## config.mk

```make
export PLATFORM = sky130hd
export DESIGN_NAME = i2s_dac_tx_flat
export DESIGN_NICKNAME = d
export VERILOG_FILES = /design/src/rtl/i2s_dac_tx_if.sv /design/src/rtl/i2s_dac_tx.sv /design/src/flat_wrapper.sv
export SDC_FILE = /design/constraint.sdc
export NUM_CORES = 1
export LEC_CHECK = 0
export BUFFER_PORTS_ARGS = -buffer_cell sky130_fd_sc_hd__buf_2
export CORE_UTILIZATION = 35
export CTS_BUF_LIST = sky130_fd_sc_hd__clkbuf_8
export CTS_CLUSTER_DIAMETER = 200
export DETAILED_ROUTE_END_ITERATION = 6
export PLACE_DENSITY = 0.53
export RECOVER_POWER = 50
export SLEW_MARGIN = 20
export SYNTH_ARGS = -nofsm -noshare
export SYNTH_HDL_FRONTEND = slang
export SYNTH_SLANG_ARGS = --single-unit
```

## constraint.sdc

```tcl
create_clock -name Clk -period 2.2 [get_ports Clk]
set_input_delay 0.11 -clock Clk [delete_from_list [all_inputs] [get_ports Clk]]
set_output_delay 0.11 -clock Clk [all_outputs]
set_load 0.05 [all_outputs]
```

## src/rtl/i2s_dac_tx_if.sv

```systemverilog
// Sample-side and codec-side signals of the I2S DAC transmitter.
// The master modport is the transmitter; the slave modport is its environment.
interface i2s_dac_tx_if #(
    parameter int unsigned SAMPLE_W = 16
);
    logic                INIT_FINISH;
    logic [SAMPLE_W-1:0] LDATA;
    logic [SAMPLE_W-1:0] RDATA;
    logic                data_over;
    logic                AUD_BCLK;
    logic                AUD_DACLRCK;
    logic                AUD_DACDAT;

    modport master (
        input  INIT_FINISH,
        input  LDATA,
        input  RDATA,
        output data_over,
        output AUD_BCLK,
        output AUD_DACLRCK,
        output AUD_DACDAT
    );

    modport slave (
        output INIT_FINISH,
        output LDATA,
        output RDATA,
        input  data_over,
        input  AUD_BCLK,
        input  AUD_DACLRCK,
        input  AUD_DACDAT
    );
endinterface

```

## src/rtl/i2s_dac_tx.sv

```systemverilog
// I2S transmitter for the WM8731 DAC: bus master for BCLK/LRCK, shifts a latched
// stereo sample pair out MSB first and pulses data_over once per frame.
module i2s_dac_tx #(
    parameter int unsigned CLK_DIV  = 8,
    parameter int unsigned SAMPLE_W = 16,
    parameter int unsigned SLOT_W   = 32
) (
    input logic         Clk,
    input logic         Reset,
    i2s_dac_tx_if.master bus
);
    localparam int unsigned DIV_W = (CLK_DIV > 1) ? $clog2(CLK_DIV) : 1;
    localparam int unsigned CNT_W = $clog2(2 * SLOT_W);

    localparam logic [DIV_W-1:0] DivLast = DIV_W'(CLK_DIV - 1);
    localparam logic [CNT_W-1:0] CntLast = CNT_W'(2 * SLOT_W - 1);
    localparam logic [CNT_W-1:0] CntSlot = CNT_W'(SLOT_W);
    localparam logic [CNT_W-1:0] CntLEnd = CNT_W'(SAMPLE_W);
    localparam logic [CNT_W-1:0] CntREnd = CNT_W'(SLOT_W + SAMPLE_W);

    typedef enum logic [1:0] {StIdle, StRun, StDrain} state_e;

    state_e              r_state;
    logic [DIV_W-1:0]    r_div;
    logic [CNT_W-1:0]    r_bit_cnt;
    logic [SAMPLE_W-1:0] r_ldata;
    logic [SAMPLE_W-1:0] r_rdata;
    logic                r_bclk;
    logic                r_lrck;
    logic                r_dat;
    logic                r_data_over;

    logic             w_div_tc;
    logic [CNT_W-1:0] w_bit_nxt;
    logic             w_in_left;
    logic             w_in_right;

    assign w_div_tc   = (r_div == DivLast);
    assign w_bit_nxt  = (r_bit_cnt == CntLast) ? '0 : r_bit_cnt + 1'b1;
    // One-bit I2S delay: slot bit 0 is always a zero pad after the LRCK edge.
    assign w_in_left  = (w_bit_nxt != '0) && (w_bit_nxt <= CntLEnd);
    assign w_in_right = (w_bit_nxt > CntSlot) && (w_bit_nxt <= CntREnd);

    always_ff @(posedge Clk) begin
        if (!Reset) begin
            r_state     <= StIdle;
            r_div       <= '0;
            r_bit_cnt   <= '0;
            r_ldata     <= '0;
            r_rdata     <= '0;
            r_bclk      <= 1'b0;
            r_lrck      <= 1'b0;
            r_dat       <= 1'b0;
            r_data_over <= 1'b0;
        end else begin
            r_data_over <= 1'b0;
            unique case (r_state)
                StIdle: begin
                    r_bclk <= 1'b0;
                    r_lrck <= 1'b0;
                    r_dat  <= 1'b0;
                    if (bus.INIT_FINISH) begin
                        r_state     <= StRun;
                        r_ldata     <= bus.LDATA;
                        r_rdata     <= bus.RDATA;
                        r_bit_cnt   <= '0;
                        r_div       <= '0;
                        r_data_over <= 1'b1;
                    end
                end
                StRun: begin
                    if (w_div_tc) begin
                        r_div  <= '0;
                        r_bclk <= ~r_bclk;
                        if (r_bclk) begin
                            r_bit_cnt <= w_bit_nxt;
                            r_lrck    <= (w_bit_nxt >= CntSlot);
                            r_dat     <= 1'b0;
                            if (w_in_left) begin
                                r_dat   <= r_ldata[SAMPLE_W-1];
                                r_ldata <= r_ldata << 1;
                            end else if (w_in_right) begin
                                r_dat   <= r_rdata[SAMPLE_W-1];
                                r_rdata <= r_rdata << 1;
                            end
                            // INIT_FINISH only matters at the frame boundary.
                            if (w_bit_nxt == '0) begin
                                if (bus.INIT_FINISH) begin
                                    r_ldata     <= bus.LDATA;
                                    r_rdata     <= bus.RDATA;
                                    r_data_over <= 1'b1;
                                end else begin
                                    r_state <= StDrain;
                                end
                            end
                        end
                    end else begin
                        r_div <= r_div + 1'b1;
                    end
                end
                StDrain: begin
                    r_bclk  <= 1'b0;
                    r_lrck  <= 1'b0;
                    r_dat   <= 1'b0;
                    r_state <= StIdle;
                end
                default: r_state <= StIdle;
            endcase
        end
    end

    assign bus.data_over   = r_data_over;
    assign bus.AUD_BCLK    = r_bclk;
    assign bus.AUD_DACLRCK = r_lrck;
    assign bus.AUD_DACDAT  = r_dat;
endmodule

```

## src/flat_wrapper.sv

```systemverilog
// flat-port wrapper written by rule: the top's interface ports become plain ports
module i2s_dac_tx_flat 
#(
    parameter int unsigned CLK_DIV  = 8,
    parameter int unsigned SAMPLE_W = 16,
    parameter int unsigned SLOT_W   = 32
)
  (Clk, Reset, bus_INIT_FINISH, bus_LDATA, bus_RDATA, bus_data_over, bus_AUD_BCLK, bus_AUD_DACLRCK, bus_AUD_DACDAT);
  i2s_dac_tx_if #(.SAMPLE_W(SAMPLE_W)) bus_i ();
  input logic Clk;
  input logic Reset;
  input wire logic [$bits(bus_i.INIT_FINISH)-1:0] bus_INIT_FINISH;
  input wire logic [$bits(bus_i.LDATA)-1:0] bus_LDATA;
  input wire logic [$bits(bus_i.RDATA)-1:0] bus_RDATA;
  output wire logic [$bits(bus_i.data_over)-1:0] bus_data_over;
  output wire logic [$bits(bus_i.AUD_BCLK)-1:0] bus_AUD_BCLK;
  output wire logic [$bits(bus_i.AUD_DACLRCK)-1:0] bus_AUD_DACLRCK;
  output wire logic [$bits(bus_i.AUD_DACDAT)-1:0] bus_AUD_DACDAT;
  assign bus_i.INIT_FINISH = bus_INIT_FINISH;
  assign bus_i.LDATA = bus_LDATA;
  assign bus_i.RDATA = bus_RDATA;
  assign bus_data_over = bus_i.data_over;
  assign bus_AUD_BCLK = bus_i.AUD_BCLK;
  assign bus_AUD_DACLRCK = bus_i.AUD_DACLRCK;
  assign bus_AUD_DACDAT = bus_i.AUD_DACDAT;
  i2s_dac_tx #(.CLK_DIV(CLK_DIV), .SAMPLE_W(SAMPLE_W), .SLOT_W(SLOT_W)) u_core (.Clk(Clk), .Reset(Reset), .bus(bus_i));
endmodule
```

==> flow_metrics.tcl <==
set metrics [dict create \
    status "complete, but fails checks" \
    violations "negative setup slack" \
    hp-class "input pin to flip-flop" \
    grtUsageTotal 0.1961 \
    irDropWorstVdd_uv 235.9 \
    cts_sinks 47 \
    finalWorstSetupSlack_ps -28.25 \
    drt-vias-per-instance 5.526 \
    finalSetupViolCount 1 \
    synth_nets 418 \
    worstPathArrival_ps 2430 \
    nets 484 \
    p_sw_mw 0.5235 \
    rsz0062_at_grt "yes" \
    num_rows 33 \
    clock_skew_ps 3.713 \
    hold_viol_final 0 \
    synth_area_sq_mm 0.002952 \
    holdWs_ps 38.27 \
    drive_above_1_share 0.2691 \
    antenna_left 0 \
    dieHeight_um 93.83 \
    wire_per_inst_um 14.98 \
    io_pins 39 \
    grt_max_degree 40 \
    final_max_slew_viol_count 0 \
    ys_ff_latch 47 \
    drt_iter0_drc 96 \
    cts_buffers 5 \
    regToRegSetupSlack_ps -30 \
    clk_pin_slew_worst_paths_ps 100 \
    vias 3045 \
    cts_root_buf "clkbuf_8" \
    overflow 0 \
    ys_types 63 \
    slew_headroom 0.6038 \
    mostFrequentLayoutCell "dfxtp_1" \
    synth_ff_type "dfxtp_1" \
    power_mw 1.851 \
    power_density_mw_per_mm2 484.0 \
    antenna_found_initial 0 \
    die-area_sq_mm 0.008804 \
    cp-start-kind "flip-flop" \
    max_freq_mhz 448.8 \
    dr.pass1.iters 4 \
    clk_latency_ps 310 \
    routed_wl_um 8252 \
    die_w_um 93.83 \
    swShare 0.2828 \
    holdBufCountCts 0 \
    clkPwrFrac 0.315 \
    drc 0 \
    synth_cells 379 \
    finalCriticalPeriod_ps 2228 \
    worstSetupPathType "flip-flop to flip-flop" \
    grt_pass1_wl_um 13860 \
    period_share 1.013 \
    place_hpwl_um 5555 \
    first_global_vias 2894 \
    layout_common_cells "dfxtp_1 (45), nor2_1 (37), buf_4 (36)" \
    yosysSeqAreaShare 0.3188 \
    cap_violations 0 \
    antenna_cells 0 \
    cts_max_level 2 \
    end_kind "flip-flop" \
    syn2layout_area_growth_pct 29.59 \
    yosys_warnings 0 \
    fp.coreArea_sq_mm 0.008175 \
    worstPathMaxFanout 8 \
    cellLeakagePower_nw 1.539 \
    syn_area_per_cell_sq_um 7.788 \
    required_ps 2410 \
    io_buffers 38 \
    p_int_mw 1.328 \
    async_reset_ff_frac 0 \
    start_util 0.3610 \
    finalWeightedCongestion 0.8837 \
    p_comb_frac 0.177 \
    tightest_slew_ps 596.9 \
    cts_tree "built" \
    synth_edf_count 0 \
    cts_buffer_depth 2 \
    seqPwrFrac 0.508 \
]
[metrics by stage]
stage               setup TNS [ps]  setup slack, ps  instance area, sq um  utilization  instances
floorplan                        0            7.340                  2957            -        379
global placement            -213.9           -29.74                  3585       0.4385        540
detailed placement          -126.6           -20.62                  3585       0.4385        540
CTS                         -3.289           -3.289                  3691       0.4515        548
global route                 -1627           -94.50                  3825       0.4679        551
finish                      -28.25           -28.25                  3825       0.4679        551
[repair_timing]
item,CTS,global route
setup buffers,0,2
pin swaps,2,21
gates resized for setup,1,25
endpoints found under the setup margin,12,31
gates cloned,0,1
[registers in the layout, indices dropped and copies added, names as in the netlist]
register                cells
u_core.bus.AUD_DACDAT       1
u_core.r_state              2
u_core.r_rdata             16
u_core.bus.data_over        1
u_core.bus.AUD_BCLK         1
u_core.r_ldata             16
u_core.r_bit_cnt            6
u_core.bus.AUD_DACLRCK      1
u_core.r_div                3
[worst paths after layout]
check             depth (start not counted)                     to                  start
setup / recovery                         10     u_core.r_rdata[10]    u_core.r_bit_cnt[0]
hold / removal                            3      u_core.r_rdata[0]           bus_RDATA[0]
setup reg to reg                         10     u_core.r_rdata[10]    u_core.r_bit_cnt[0]
hold reg to reg                           2  u_core.bus.AUD_DACDAT  u_core.bus.AUD_DACDAT
[area by class of cell]
class	instances	area (sq um)
fillers	855	4350
repair buffers	88	696.9
multi-input cells	296	1928
flip-flops and latches	47	945.9
inverters	7	26.28
well taps	105	131.4
clock buffers	6	82.58
clock inverters	2	13.76
[critical path: stages (launching register included)]
cell and delay [ps]:
dfxtp_2 350, buf_6 130, buf_4 130, and3_4 170, and3_4 150, o31a_1 300
buf_12 150, a211oi_4 320, buf_12 170, nor2_4 30, o221a_2 210
[synthesized netlist by cell type (2+ instances only)]
| cell type | n | area, sq um |
|---|---|---|
| nor3_1 | 5 | 25.02 |
| nand4_1 | 14 | 87.58 |
| nand2_1 | 20 | 75.07 |
| and2b_1 | 9 | 67.56 |
| nand2b_1 | 6 | 37.54 |
| ha_1 | 4 | 50.05 |
| clkbuf_1 | 13 | 48.80 |
| inv_1 | 5 | 18.77 |
| and2_1 | 18 | 112.6 |
| o21ai_0 | 27 | 135.1 |
| a31oi_1 | 16 | 100.1 |
| mux2_2 | 2 | 22.52 |
| and3_1 | 5 | 31.28 |
| buf_4 | 5 | 37.54 |
| o21ai_1 | 10 | 50.05 |
| nor2_1 | 38 | 142.6 |
| dfxtp_1 | 47 | 940.9 |
| a22oi_1 | 3 | 22.52 |
| buf_2 | 9 | 45.04 |
| a21oi_1 | 34 | 170.2 |
| a21oi_2 | 2 | 17.52 |
| a21o_1 | 2 | 15.01 |
| nor2b_1 | 7 | 43.79 |
| o31ai_1 | 4 | 30.03 |
| nand3_1 | 4 | 20.02 |
| a211oi_1 | 3 | 22.52 |
| o21a_1 | 2 | 15.01 |
| a22o_1 | 15 | 131.4 |
| a211o_1 | 16 | 140.1 |
[power groups by stage]
stage / Clock, mW / Combinational (mW) / Sequential, mW
4_1_cts: 0.604 / 0.316 / 0.940
2_1_floorplan: 0 / 0.202 / 0.951
3_5_place_dp: 0 / 0.314 / 0.959
5_1_grt: 0.630 / 0.366 / 0.948
3_3_place_gp: 0 / 0.308 / 0.959
6_report: 0.584 / 0.327 / 0.940
[metal layers]
layer  vias to the layer above  GRT usage  share of wire
met5                         -          0              0
met4                         0    0.03590         0.0061
met3                         7    0.03155          0.038
met2                        66     0.3279           0.47
met1                      1432     0.2663           0.48
li1                       1540          -              -
[kinds of logic after synthesis]
logic type,synth area share
XOR/XNOR,0.005936
multiplexers,0.007630
AO/OA/AOI/OAI,0.3506
flip-flops,0.3188
adder cells (fa/ha/maj),0.01696
buffers and inverters,0.05850
AND/OR/NAND/NOR,0.2416
(Power assumes the default switching activity.)
